## config.mk

```make
export PLATFORM = sky130hd
export DESIGN_NAME = md_unit
export DESIGN_NICKNAME = d
export VERILOG_FILES = /design/src/rtl/md_pkg.sv /design/src/rtl/md_iter_core.sv /design/src/rtl/md_unit.sv
export SDC_FILE = /design/constraint.sdc
export NUM_CORES = 1
export LEC_CHECK = 0
export BUFFER_PORTS_ARGS = -buffer_cell sky130_fd_sc_hd__buf_2
export CAP_MARGIN = 20
export CORE_ASPECT_RATIO = 0.5
export CORE_UTILIZATION = 45
export DETAILED_ROUTE_END_ITERATION = 6
export SYNTH_ARGS = -nofsm -noshare
export SYNTH_HDL_FRONTEND = slang
export SYNTH_SLANG_ARGS = --single-unit
```

## constraint.sdc

```tcl
create_clock -name clk -period 6 [get_ports clk]
set_clock_uncertainty 0.2 [all_clocks]
set_input_delay 0.3 -clock clk [delete_from_list [all_inputs] [get_ports clk]]
set_output_delay 0.3 -clock clk [all_outputs]
set_load 0.05 [all_outputs]
```

## src/rtl/md_pkg.sv

```systemverilog
// md_pkg: shared definitions for the HI/LO multiply/divide unit.
//   - R-type Funct codes for the HI/LO instruction group
//   - FSM state encoding
//   - operation descriptor (multiply or divide, plus signedness)
package md_pkg;

    localparam logic [5:0] FN_MTHI  = 6'h11;
    localparam logic [5:0] FN_MTLO  = 6'h13;
    localparam logic [5:0] FN_MULT  = 6'h18;
    localparam logic [5:0] FN_MULTU = 6'h19;
    localparam logic [5:0] FN_DIV   = 6'h1A;
    localparam logic [5:0] FN_DIVU  = 6'h1B;

    typedef enum logic [1:0] {
        S_IDLE,
        S_ITER,
        S_FIX,
        S_DONE
    } state_t;

    typedef enum logic {
        OP_MUL,
        OP_DIV
    } op_kind_t;

    typedef struct packed {
        op_kind_t kind;
        logic     sgn;
    } op_t;

endpackage

```

## src/rtl/md_iter_core.sv

```systemverilog
// md_iter_core: one-bit-per-cycle shift-add multiplier / restoring divider
// working on unsigned operand magnitudes.
//   clk, reset : clock, async active-high reset
//   load       : capture a_mag/b_mag and clear the iteration counter
//   step       : perform one iteration
//   mode       : OP_MUL or OP_DIV
//   a_mag      : multiplier / dividend magnitude
//   b_mag      : multiplicand / divisor magnitude
//   last       : current step is the final (WIDTH-th) one
//   acc        : multiply -> {product_hi, product_lo}
//                divide   -> {remainder, quotient}
module md_iter_core
    import md_pkg::*;
#(
    parameter int WIDTH = 32
) (
    input  logic               clk,
    input  logic               reset,
    input  logic               load,
    input  logic               step,
    input  op_kind_t           mode,
    input  logic [WIDTH-1:0]   a_mag,
    input  logic [WIDTH-1:0]   b_mag,
    output logic               last,
    output logic [2*WIDTH-1:0] acc
);

    localparam int CW = (WIDTH > 1) ? $clog2(WIDTH) : 1;

    logic [WIDTH-1:0]   opnd;
    logic [CW-1:0]      cnt;
    logic [WIDTH:0]     mul_sum;
    logic [WIDTH:0]     div_trial;
    logic [WIDTH:0]     div_diff;
    logic [2*WIDTH-1:0] acc_next;

    // Both algorithms share one 2*WIDTH register. Multiply adds the
    // multiplicand into the upper half when the multiplier LSB is set and
    // shifts right with carry. Divide shifts {rem, quo} left and keeps the
    // trial subtraction when it does not go negative.
    always_comb begin
        // NOTE: every combinational output gets a default first so no path
        // leaves it unassigned (which would infer a latch).
        acc_next  = acc;
        mul_sum   = {1'b0, acc[2*WIDTH-1:WIDTH]} + (acc[0] ? {1'b0, opnd} : '0);
        div_trial = acc[2*WIDTH-1:WIDTH-1];
        div_diff  = div_trial - {1'b0, opnd};
        if (mode == OP_MUL) begin
            acc_next = {mul_sum, acc[WIDTH-1:1]};
        end else if (div_trial >= {1'b0, opnd}) begin
            acc_next = {div_diff[WIDTH-1:0], acc[WIDTH-2:0], 1'b1};
        end else begin
            acc_next = {div_trial[WIDTH-1:0], acc[WIDTH-2:0], 1'b0};
        end
    end

    assign last = (cnt == CW'(WIDTH - 1));

    // NOTE: datapath registers are reset as well, so hi/lo fix-up logic never
    // sees X even before the first operation.
    always_ff @(posedge clk or posedge reset) begin
        if (reset) begin
            acc  <= '0;
            opnd <= '0;
            cnt  <= '0;
        end else if (load) begin
            acc  <= {{WIDTH{1'b0}}, a_mag};
            opnd <= b_mag;
            cnt  <= '0;
        end else if (step) begin
            acc  <= acc_next;
            cnt  <= cnt + 1'b1;
        end
    end

endmodule

```

## src/rtl/md_unit.sv

```systemverilog
// md_unit: iterative multiply/divide unit owning the HI/LO registers.
//   clk, reset  : clock, async active-high reset
//   start       : request strobe, only honoured in IDLE
//   Funct       : R-type funct (MULT/MULTU/DIV/DIVU/MTHI/MTLO)
//   a, b        : rs / rt operands, captured on the accepted start edge
//   busy        : registered, high while iterating or fixing up signs
//   done        : one-cycle pulse, hi/lo valid
//   div_by_zero : qualifies done for a divide with b == 0
//   hi, lo      : HI/LO architectural registers
module md_unit
    import md_pkg::*;
#(
    parameter int WIDTH = 32
) (
    input  logic             clk,
    input  logic             reset,
    input  logic             start,
    input  logic [5:0]       Funct,
    input  logic [WIDTH-1:0] a,
    input  logic [WIDTH-1:0] b,
    output logic             busy,
    output logic             done,
    output logic             div_by_zero,
    output logic [WIDTH-1:0] hi,
    output logic [WIDTH-1:0] lo
);

    state_t             state, state_next;
    op_t                op;
    logic               a_neg, b_neg;

    logic               is_mul, is_div, is_sgn, is_mthi, is_mtlo;
    logic               accept, b_zero, load, step, last;
    logic [WIDTH-1:0]   a_mag, b_mag;
    logic [2*WIDTH-1:0] acc;
    logic [2*WIDTH-1:0] prod_fix;
    logic [WIDTH-1:0]   quo_fix, rem_fix;

    // Decode
    assign is_mul  = (Funct == FN_MULT) || (Funct == FN_MULTU);
    assign is_div  = (Funct == FN_DIV)  || (Funct == FN_DIVU);
    assign is_sgn  = (Funct == FN_MULT) || (Funct == FN_DIV);
    assign is_mthi = (Funct == FN_MTHI);
    assign is_mtlo = (Funct == FN_MTLO);
    assign accept  = start && (state == S_IDLE);
    assign b_zero  = (b == '0);

    // Unsigned magnitudes; the most negative value maps to 2^(WIDTH-1).
    assign a_mag = (is_sgn && a[WIDTH-1]) ? -a : a;
    assign b_mag = (is_sgn && b[WIDTH-1]) ? -b : b;

    assign load = accept && (is_mul || (is_div && !b_zero));

    md_iter_core #(.WIDTH(WIDTH)) u_core (
        .clk   (clk),
        .reset (reset),
        .load  (load),
        .step  (step),
        .mode  (op.kind),
        .a_mag (a_mag),
        .b_mag (b_mag),
        .last  (last),
        .acc   (acc)
    );

    // Sign fix-up. Quotient truncates toward zero; remainder follows the
    // dividend. MIN / -1 wraps back to MIN with no special handling.
    assign prod_fix = (op.sgn && (a_neg ^ b_neg)) ? -acc : acc;
    assign quo_fix  = (op.sgn && (a_neg ^ b_neg)) ? -acc[WIDTH-1:0] : acc[WIDTH-1:0];
    assign rem_fix  = (op.sgn && a_neg) ? -acc[2*WIDTH-1:WIDTH] : acc[2*WIDTH-1:WIDTH];

    always_ff @(posedge clk or posedge reset) begin
        if (reset) state <= S_IDLE;
        else       state <= state_next;
    end

    always_comb begin
        state_next = state;
        step       = 1'b0;
        case (state)
            S_IDLE: begin
                if (accept && is_mul)      state_next = S_ITER;
                else if (accept && is_div) state_next = b_zero ? S_DONE : S_ITER;
            end
            S_ITER: begin
                step = 1'b1;
                if (last) state_next = S_FIX;
            end
            S_FIX:   state_next = S_DONE;
            S_DONE:  state_next = S_IDLE;
            default: state_next = S_IDLE;
        endcase
    end

    always_ff @(posedge clk or posedge reset) begin
        if (reset) begin
            busy        <= 1'b0;
            done        <= 1'b0;
            div_by_zero <= 1'b0;
            hi          <= '0;
            lo          <= '0;
            op          <= '{kind: OP_MUL, sgn: 1'b0};
            a_neg       <= 1'b0;
            b_neg       <= 1'b0;
        end else begin
            // Registered status derived from where the FSM is heading.
            busy <= (state_next == S_ITER) || (state_next == S_FIX);
            done <= (state_next == S_DONE);

            if (accept) begin
                if (is_mthi) hi <= a;
                if (is_mtlo) lo <= a;
                if (is_mul || is_div) begin
                    op    <= '{kind: (is_div ? OP_DIV : OP_MUL), sgn: is_sgn};
                    a_neg <= a[WIDTH-1];
                    b_neg <= b[WIDTH-1];
                end
                if (is_mul || is_div || is_mthi || is_mtlo)
                    div_by_zero <= is_div && b_zero;
            end

            if (state == S_FIX) begin
                if (op.kind == OP_MUL) begin
                    hi <= prod_fix[2*WIDTH-1:WIDTH];
                    lo <= prod_fix[WIDTH-1:0];
                end else begin
                    hi <= rem_fix;
                    lo <= quo_fix;
                end
            end
        end
    end

endmodule
```

==> impl_metrics.toml, run 1 <==
[synth]
avgSynthCellArea_um2 = 8.17
yosysUniqueCellTypes = 73
synth_top_area_share_pct = 30.7
yosys_warnings = 0
ys_ff_latch = 174
async_flop_share_pct = 100
syn-cell-area_mm2 = 0.0142
synth_top_area_cell = "dfrtp_1"
synth_nets = 1881
netlist_top_cells_area = "dfrtp_1, mux2i_1, ha_1, a21oi_1, xnor2_1"
ys_seq_area_share_pct = 30.7
synth_top_flop_cell = "dfrtp_1"
synth_edf_count = 0
syn_inst = 1735

[timing]
finalHoldViolCount = 0
setup_viol = 0
hold_slack_ns = 0.00311
period_needed_ns = 4.39
timing.final.crit_share_pct = 73.2
clock.fmax_mhz = 228
rsz0062_at_grt = "false"
fin_tns_setup_ns = 0
tightestPinTransition_ns = 0.929
slew_headroom_pct = 36.5
report.final.slew_viol_count = 0

[final_layout]
finalNetCount = 2000
syn_to_final_growth_pct = 14.1
drive_above_1_share_pct = 12.5
layout_commonest_cell = "nor2_1"
diodes = 0
layout_common_cells = "nor2_1, dfrtp_1, a21oi_1"

[placed_design]
post-dp-hpwl_mm = 32.5
io_buffers = 139
place_congestion = 0.932

[critical_path]
critical_path_class = "reg2reg"
path_max_fanout = 21
crit_arrival_ns = 4.52
worstSetupEndpointType = "register"
crit_required_ns = 6.13
startpoint_type = "register"

[job]
drv_cap = 0

[grt]
grt_first_pass_wirelength_mm = 68.7
overflow = 0
antenna_found_initial = 1
first_global_vias = 12100
grt_util_all_layers_pct = 27.5
grt_max_degree = 84

[clock_tree]
cts.sinks = 174
clk_pin_slew_worst_paths_ns = 0.07
clock-root-buffer = "clkbuf_16"
cts_buffers = 17
cts_tree = "done"
cts_buffer_depth = 2
htree_levels = 4
cts_setup_buffers = 0
insertion_delay_ns = 0.46

[floorplanning]
io_pins = 140
initial_core_util_pct = 46.3
rows = 45
die_w_um = 253
core-area_mm2 = 0.0306
die_h_um = 127
dieArea_mm2 = 0.0322

[detailed_routing]
drc = 0
wl_per_cell_um = 19.2
totalWireLength_mm = 43.9
vias = 13100
dr.first_iter.drc_count = 1073
ant_nets = 0
viasPerCell = 5.74
dr.pass1.iters = 5

[outcome]
status = "finished clean"

[pwr]
finalPower_uw = 10300
power.density_mw_per_mm2 = 635
ir_drop_mv = 0.259
power.leakage_uw = 0.00709

[worst_hold_path]
hold_class = "in2reg"
[power breakdown]
part | switching (µW) | total, µW | internal (µW)
Sequential | 720 | 2430 | 1710
Combinational | 4150 | 6630 | 2480
Clock | 537 | 1200 | 663
Total | 5400 | 10300 | 4860
[stage by stage]
| stage | instance area [µm²] | setup WS, ns | cells | utilization (%) |
|---|---|---|---|---|
| after global placement | 15200 | 1.55 | 2223 | 49.7 |
| after detailed placement | 15200 | 1.50 | 2223 | 49.7 |
| after CTS | 16200 | 1.53 | 2289 | 52.8 |
| final | 16200 | 1.61 | 2290 | 52.8 |
| after floorplan | 14200 | 0.783 | 1735 | - |
| after global routing | 16200 | 1.35 | 2290 | 52.8 |
[kinds of logic (layout without fill, tap and decap cells)]
group / count (synthesis) / count (layout) / synth area share [%]
and+or+nand+nor: 526 / 526 / 17.4
muxes: 108 / 108 / 7.73
buffers and inverters: 158 / 290 / 4.33
DFF: 174 / 174 / 30.7
AOI/OAI and AO/OA: 527 / 527 / 22.8
xor gates and xnor gates: 169 / 169 / 10.4
adders and majority gates: 73 / 73 / 6.55
[metal layers]
metal / vias up / share of wire (%) / track usage [%]
met1: 6198 / 51 / 42.1
met5: - / 0 / 0
met2: 421 / 41 / 39.0
met4: 0 / 1.8 / 7.42
met3: 46 / 6.5 / 4.95
li1: 6480 / - / -
[sequential cells by signal, indices dropped and copies added, names as in the netlist]
| signal | cells |
|---|---|
| op | 2 |
| lo | 32 |
| state | 2 |
| b_neg | 1 |
| a_neg | 1 |
| hi | 32 |
| u_core.acc | 64 |
| busy | 1 |
| done | 1 |
| u_core.cnt | 5 |
| div_by_zero | 1 |
| u_core.opnd | 32 |
[critical path, stage by stage, from the launching register on]
cell and delay [ns]:
dfrtp_1 0.51, ha_1 0.36, nor2b_1 0.15, o2111ai_1 0.18, nand3_1 0.18, a311oi_2 0.53, o21ai_0 0.40, a31oi_1 0.49
o21a_1 0.76, nor3_1 0.17, a211oi_1 0.23, o21ai_0 0.10
[path summary, 6_finish.rpt]
kind / start / to / slack (ns) / cells after the start
setup reg to reg: u_core.acc[32] / u_core.acc[58] / 1.61 / 11
min in group asynchronous: reset / lo[11] / 0.34 / 3
setup / recovery: u_core.acc[32] / u_core.acc[58] / 1.61 / 11
hold / removal: b[4] / u_core.opnd[4] / 0.003 / 3
hold reg to reg: div_by_zero / div_by_zero / 0.27 / 2
max in group asynchronous: reset / u_core.opnd[17] / 4.10 / 4
[what timing repair did]
| item | CTS | global route |
|---|---|---|
| gates resized for setup | 0 | 0 |
| endpoints found under the hold margin | 117 | 0 |
| hold buffers | 34 | 0 |
| setup endpoints to repair | 0 | 0 |
[area by class of cell]
cell class,instances,area (µm²)
Tap cell,423,529
Clock buffer,18,429
Inverter,64,245
Timing Repair Buffer,194,1190
Multi-Input combinational cell,1403,9240
Sequential cell,174,4360
Fill cell,3060,14500
Clock inverter,14,179
[cell usage after synthesis, types with 28 or more instances]
master and n:
nor2_1 179, dfrtp_1 174, a21oi_1 170, nand2_1 153
o21ai_0 130, mux2i_1 97, xnor2_1 90, xor2_1 79
clkbuf_1 75, ha_1 71, inv_1 64, a21o_1 33
nor3_1 31, nand3_1 29, a31oi_1 28
Note: power is estimated with default switching activity, not from simulation.
==> run 2: changes to the inputs <==
Settings changed: ABC_AREA set to 1, PLACE_DENSITY set to 0.65.
Clock period 6 ns to 3.7 ns, I/O delays scaled along.
==> run 2 against run 1 <==
- first-iteration DRC count increased by 110%
- synthesized cell count increased by 75%
- largest power group unchanged
- count of clock-buffer cells in the layout unchanged
- sequential cell count unchanged
- clock power increased by 63%
- cell count increased by 64%
- critical path type is now in2reg
- global-route usage increased by 9.7 points
- non-clock buffer count increased by 59
- register-to-register slack got worse by 1.1 ns
- core utilization increased by 0.65 points
- setup slack got worse by 1.4 ns
- power increased by 98%
==> impl_metrics.toml, run 2 <==
[outcome]
status = "finished clean"

[floorplanning]
initial_core_util_pct = 46.6
dieArea_mm2 = 0.0403
core-area_mm2 = 0.0381
io_pins = 140
rows = 50
die_w_um = 283
die_h_um = 142

[clock_tree]
htree_levels = 4
clk_pin_slew_worst_paths_ns = 0.08
cts_buffers = 17
cts.sinks = 174
cts_buffer_depth = 2
insertion_delay_ns = 0.48
clock-root-buffer = "clkbuf_16"
cts_tree = "done"

[synth]
syn-cell-area_mm2 = 0.0177
synth_top_area_share_pct = 24.5
synth_top_flop_cell = "dfrtp_1"
synth_top_area_cell = "dfrtp_1"
synth_commonest_cells = "nand2_1, inv_1, nor2_1"
yosysUniqueCellTypes = 48
syn_inst = 3034
avgSynthCellArea_um2 = 5.85
yosys_warnings = 0
async_flop_share_pct = 100
synth_most_common_cell = "nand2_1"
ys_seq_area_share_pct = 24.5
ys_ff_latch = 174
netlist_top_cells_area = "dfrtp_1, nand2_1, inv_1, nand3_1, nor2_1"
synth_edf_count = 0
synth_nets = 3180

[pwr]
internal-power_uw = 8000
swShare_pct = 60.6
power.density_mw_per_mm2 = 997
comb_power_share_pct = 69.9
ir_drop_mv = 0.433
power_switching_uw = 12300
seqPwrFrac_pct = 20.5
pwr-share-clk_pct = 9.6
power.leakage_uw = 0.0108

[timing]
clock.fmax_mhz = 285
tightestPinTransition_ns = 0.986
period_needed_ns = 3.51
finalHoldViolCount = 0
rsz0062_at_grt = "false"
setup_viol = 0
report.final.slew_viol_count = 0
fin_tns_setup_ns = 0
slew_headroom_pct = 34.2
timing.final.crit_share_pct = 94.8
hold_slack_ns = 0.0154

[critical_path]
crit_required_ns = 3.85
crit_top_cell = "inv_1"
critical_path_class = "in2reg"
critical_path.top_delay_family = "buffers and inverters"
crit_arrival_ns = 3.66
worstSetupEndpointType = "register"
worst-path-buf-inv = 6
path_max_fanout = 19
cp_cell_sequence = "dlygate4sd3_1, buf_2, inv_1, ha_1, inv_1, nor3_2, nand2_2, nor2_4, nand3_2, nor2_2, nand4_2, nand2_8, inv_1, nand2_1, o22ai_1, dlygate4sd3_1"
cpPeakStageDelay_ns = 0.56
startpoint_type = "input pin"
critPathSlowestCell = "dlygate4sd3_1"

[detailed_routing]
dr.first_iter.drc_count = 2233
vias = 20600
drc = 0
totalWireLength_mm = 73.8
ant_nets = 0
dr.pass1.iters = 6
viasPerCell = 5.48
wl_per_cell_um = 19.7

[final_layout]
fillCellCount = 4033
largest_register = "u_core.acc"
finalNetCount = 3363
layout_commonest_cell = "nand2_1"
layout_common_cells = "nand2_1, inv_1, nor2_1"
drive_above_1_share_pct = 9.04
largest_reg_flops = 64
syn_to_final_growth_pct = 14.7

[worst_hold_path]
hold_class = "in2reg"

[placed_design]
place_congestion = 1.05
io_buffers = 139
post-dp-hpwl_mm = 58.0

[grt]
overflow = 0
first_global_vias = 19300
grt_use_met1_pct = 53.6
grt_busiest_layer = "met2"
grtUsageMet3_pct = 6.75
grt_util_all_layers_pct = 37.2
grt_first_pass_wirelength_mm = 113
antenna_found_initial = 2
grtUsageMet2_pct = 57.4
grt_max_degree = 61

[job]
drv_cap = 0
-- run 2: layout make-up --
type,count,area [µm²],share of cell area [%]
Inverter,478,1800,8.83
Sequential cell,174,4360,21.4
Tap cell,520,651,3.20
Timing Repair Buffer,253,1780,8.76
Antenna cell,1,2.50,0.0123
Multi-Input combinational cell,2293,11200,54.9
Clock inverter,14,158,0.774
Clock buffer,18,429,2.11
-- run 2: routing by layer --
| layer | vias to the layer above | share of wire [%] |
|---|---|---|
| li1 | 10000 | - |
| met1 | 9535 | 46 |
| met2 | 898 | 42 |
| met3 | 102 | 9.5 |
| met4 | 0 | 2.0 |
| met5 | - | 0 |
-- run 2: worst paths after layout --
path | startpoint | end | slack [ns] | depth (start not counted)
worst max-delay path | b[0] | u_core.opnd[19] | 0.19 | 16
worst min-delay path | b[30] | u_core.opnd[30] | 0.02 | 5
worst max register to register | u_core.acc[42] | u_core.acc[45] | 0.51 | 15
worst min register to register | lo[15] | lo[15] | 0.29 | 2
min in group asynchronous | reset | lo[10] | 0.26 | 3
max in group asynchronous | reset | u_core.acc[49] | 2.18 | 4
-- run 2: per-stage QoR --
step / total power (µW) / instances / util (%) / cell area [µm²] / worst slack [ns]
final: 20300 / 3751 / 53.4 / 20400 / 0.192
after global routing: 22000 / 3750 / 53.4 / 20400 / 0.0156
after CTS: 20000 / 3749 / 53.3 / 20300 / 0.222
after detailed placement: 17900 / 3647 / 50.0 / 19000 / 0.573
after global placement: 17900 / 3647 / 50.0 / 19000 / 0.599
after floorplan: 13600 / 3034 / - / 17800 / 1.09
-- run 2: kinds of logic after synthesis --
family / count (synthesis) / share of synthesized area [%]
AOI/OAI and AO/OA: 415 / 13.2
adders and majority gates: 73 / 5.23
and+or+nand+nor: 1742 / 41.4
xor gates and xnor gates: 63 / 3.11
buffers and inverters: 567 / 12.5
DFF: 174 / 24.5
-- run 2: timing repair --
item	in CTS	in global routing
endpoints found under the hold margin	143	0
gates resized for setup	0	1
setup buffers	0	0
hold buffers	70	0
setup endpoints to repair	0	1
-- run 2: power groups by stage --
stage / Clock [µW] / Sequential, µW / Combinational [µW]
3_3_place_gp: 0 / 4110 / 13800
5_1_grt: 2020 / 4250 / 15700
4_1_cts: 1950 / 4080 / 14000
2_1_floorplan: 0 / 4890 / 8710
6_report: 1950 / 4160 / 14200
3_5_place_dp: 0 / 4110 / 13800
-- run 2: worst register-to-register path: stages, from the launching register on --
cell and delay [ns]:
dfrtp_1 0.63, ha_1 0.37, nand2_1 0.14, inv_1 0.05
nand2_1 0.08, nand3_1 0.17, nand2_1 0.10, nand2_1 0.07
inv_1 0.07, nand2_1 0.08, nand2_2 0.24, nand2_8 0.24
nor2_4 0.34, nand2_1 0.15, nand3_1 0.11, nand2_1 0.05
==> run 3: changes to the inputs <==
Clock period 3.7 ns to 3.1 ns, I/O delays scaled along.
==> run 3 against run 2 <==
- the flow now finishes with violations (negative hold slack)
- first-iteration DRC count is 7.8% higher
- design area up 2.9%
- sequential share of layout area is 0.59 points lower
- via count increased by 2.1%
- cell count is 1.9% higher
- register-to-register slack got worse by 0.30 ns
- largest power group unchanged
- combinational power rose by 28%
- non-clock buffer count grew 69
- global-route usage grew 0.71 points
- clock power increased by 18%
- critical path type is now reg2reg
- routed wire length rose by 2.7%
==> impl_metrics.toml, run 3 (synthesis results as in run 2) <==
[grt]
overflow = 0
grt_max_degree = 61
antenna_found_initial = 2
first_global_vias = 19400
grt_first_pass_wirelength_mm = 114
grt_busiest_layer = "met2"
grt_use_met1_pct = 53.0
grtUsageMet2_pct = 57.8
grt_util_all_layers_pct = 37.9
grtUsageMet3_pct = 7.98

[floorplanning]
io_pins = 140
core-area_mm2 = 0.0381
die_w_um = 283
rows = 50
initial_core_util_pct = 46.6
die_h_um = 142
dieArea_mm2 = 0.0403

[clock_tree]
cts_buffers = 17
cts_buffer_depth = 2
cts_setup_buffers = 0
clock-root-buffer = "clkbuf_16"
insertion_delay_ns = 0.48
htree_levels = 4
cts_tree = "done"
cts.sinks = 174
clk_pin_slew_worst_paths_ns = 0.08

[final_layout]
largest_reg_flops = 64
finalNetCount = 3432
layout_commonest_cell = "nand2_1"
drive_above_1_share_pct = 11.0
syn_to_final_growth_pct = 18.0
fin_cells = 3821
largest_register = "u_core.acc"
layout_common_cells = "nand2_1, inv_1, nor2_1"

[timing]
period_needed_ns = 2.89
clock.fmax_mhz = 346
setup_viol = 0
finalHoldViolCount = 1
hold_slack_ns = -0.0000795
rsz0062_at_grt = "false"
slew_headroom_pct = 42.1
fin_tns_setup_ns = 0
tightestPinTransition_ns = 0.867
report.final.slew_viol_count = 0
timing.final.crit_share_pct = 93.2

[detailed_routing]
dr.first_iter.drc_count = 2408
drc = 0
wl_per_cell_um = 19.8
ant_nets = 0
viasPerCell = 5.50
totalWireLength_mm = 75.8
dr.pass1.iters = 6
vias = 21000

[critical_path]
crit_arrival_ns = 3.05
cpPeakStageDelay_ns = 0.44
crit_required_ns = 3.26
critical_path_class = "reg2reg"
worst-path-buf-inv = 3
cp_cell_sequence = "buf_4, inv_1, ha_1, nand2_2, nor2_4, nand2_2, nor2_4, nand3_2, nor2_1, nand2_1, nand2_2, nand2_1, inv_2, nand3_1, nand3_1, nand2_1"
startpoint_type = "register"
critical_path.top_delay_family = "simple AND/OR/NAND/NOR gates"
worstSetupEndpointType = "register"
path_max_fanout = 6
critPathSlowestCell = "dfrtp_1"

[pwr]
power.density_mw_per_mm2 = 1200
ir_drop_mv = 0.667
power.leakage_uw = 0.0111

[worst_hold_path]
hold_class = "in2reg"

[outcome]
status = "finished, violations left"
violations = "negative hold slack"

[placed_design]
place_congestion = 1.06
post-dp-hpwl_mm = 60.2
io_buffers = 139
post-place-cells = 3714

[job]
drv_cap = 0
==> run 3: cell types whose count changed in the layout (fill, tap and decap cells not counted), moves of 2 or more <==
cell and change:
clkinv_8 +2, clkinv_4 -2, buf_12 +4, buf_4 +63
clkinv_2 +2
==> run 3: per-layer routing <==
layer	part of all wire, %	routed length [µm]
met5	0	0
met4	2.8	2120
met3	9.9	7470
met2	43	32500
met1	44	33700
==> run 3: power breakdown <==
| part | leakage (µW) | switching (µW) | internal, µW |
|---|---|---|---|
| Combinational | 0.00879 | 12600 | 5620 |
| Sequential | 0.00205 | 1170 | 3420 |
| Clock | 0.000293 | 1220 | 1090 |
| Total | 0.0111 | 15000 | 10100 |
==> run 3: final cells by class <==
| type | instances | area, µm² |
|---|---|---|
| Fill cell | 4018 | 17100 |
| Sequential cell | 174 | 4360 |
| Inverter | 478 | 1800 |
| Clock buffer | 17 | 425 |
| Clock inverter | 15 | 166 |
| Timing Repair Buffer | 322 | 2360 |
| Tap cell | 520 | 651 |
| Antenna cell | 2 | 5.00 |
| Multi-Input combinational cell | 2293 | 11200 |
==> run 3: what timing repair did <==
item	CTS	global route
hold buffers	71	0
gates resized for setup	0	3
hold endpoints to repair	131	0
setup endpoints to repair	0	2
==> run 3: per-stage QoR <==
| stage | hold WS [ns] | cell area (µm²) | worst slack (ns) | power, µW | util [%] |
|---|---|---|---|---|---|
| floorplan | 0.0667 | 17800 | 0.520 | 16200 | - |
| global placement | 0.144 | 19600 | 0.0937 | 22200 | 51.4 |
| detailed placement | 0.148 | 19600 | 0.0878 | 22300 | 51.4 |
| CTS | 0.0113 | 20900 | 0.0543 | 24700 | 54.8 |
| global route | 0.0605 | 20900 | 0.00522 | 27000 | 55.0 |
| finish | -0.0000795 | 21000 | 0.210 | 25100 | 55.0 |
==> run 3: final timing paths <==
path	from	endpoint	slack, ns	cells past startpoint
min	b[8]	u_core.opnd[8]	-0.00008	4
min reg2reg	lo[17]	lo[17]	0.30	2
max	u_core.acc[0]	hi[24]	0.21	16
max in group asynchronous	reset	u_core.opnd[1]	1.72	4
max reg2reg	u_core.acc[0]	hi[24]	0.21	16
min in group asynchronous	reset	lo[9]	0.19	3
==> run 3: worst min-delay path: stages <==
cell and delay, ns:
buf_2 0.11, inv_1 0.08, xor2_1 0.14, o21ai_0 0.15
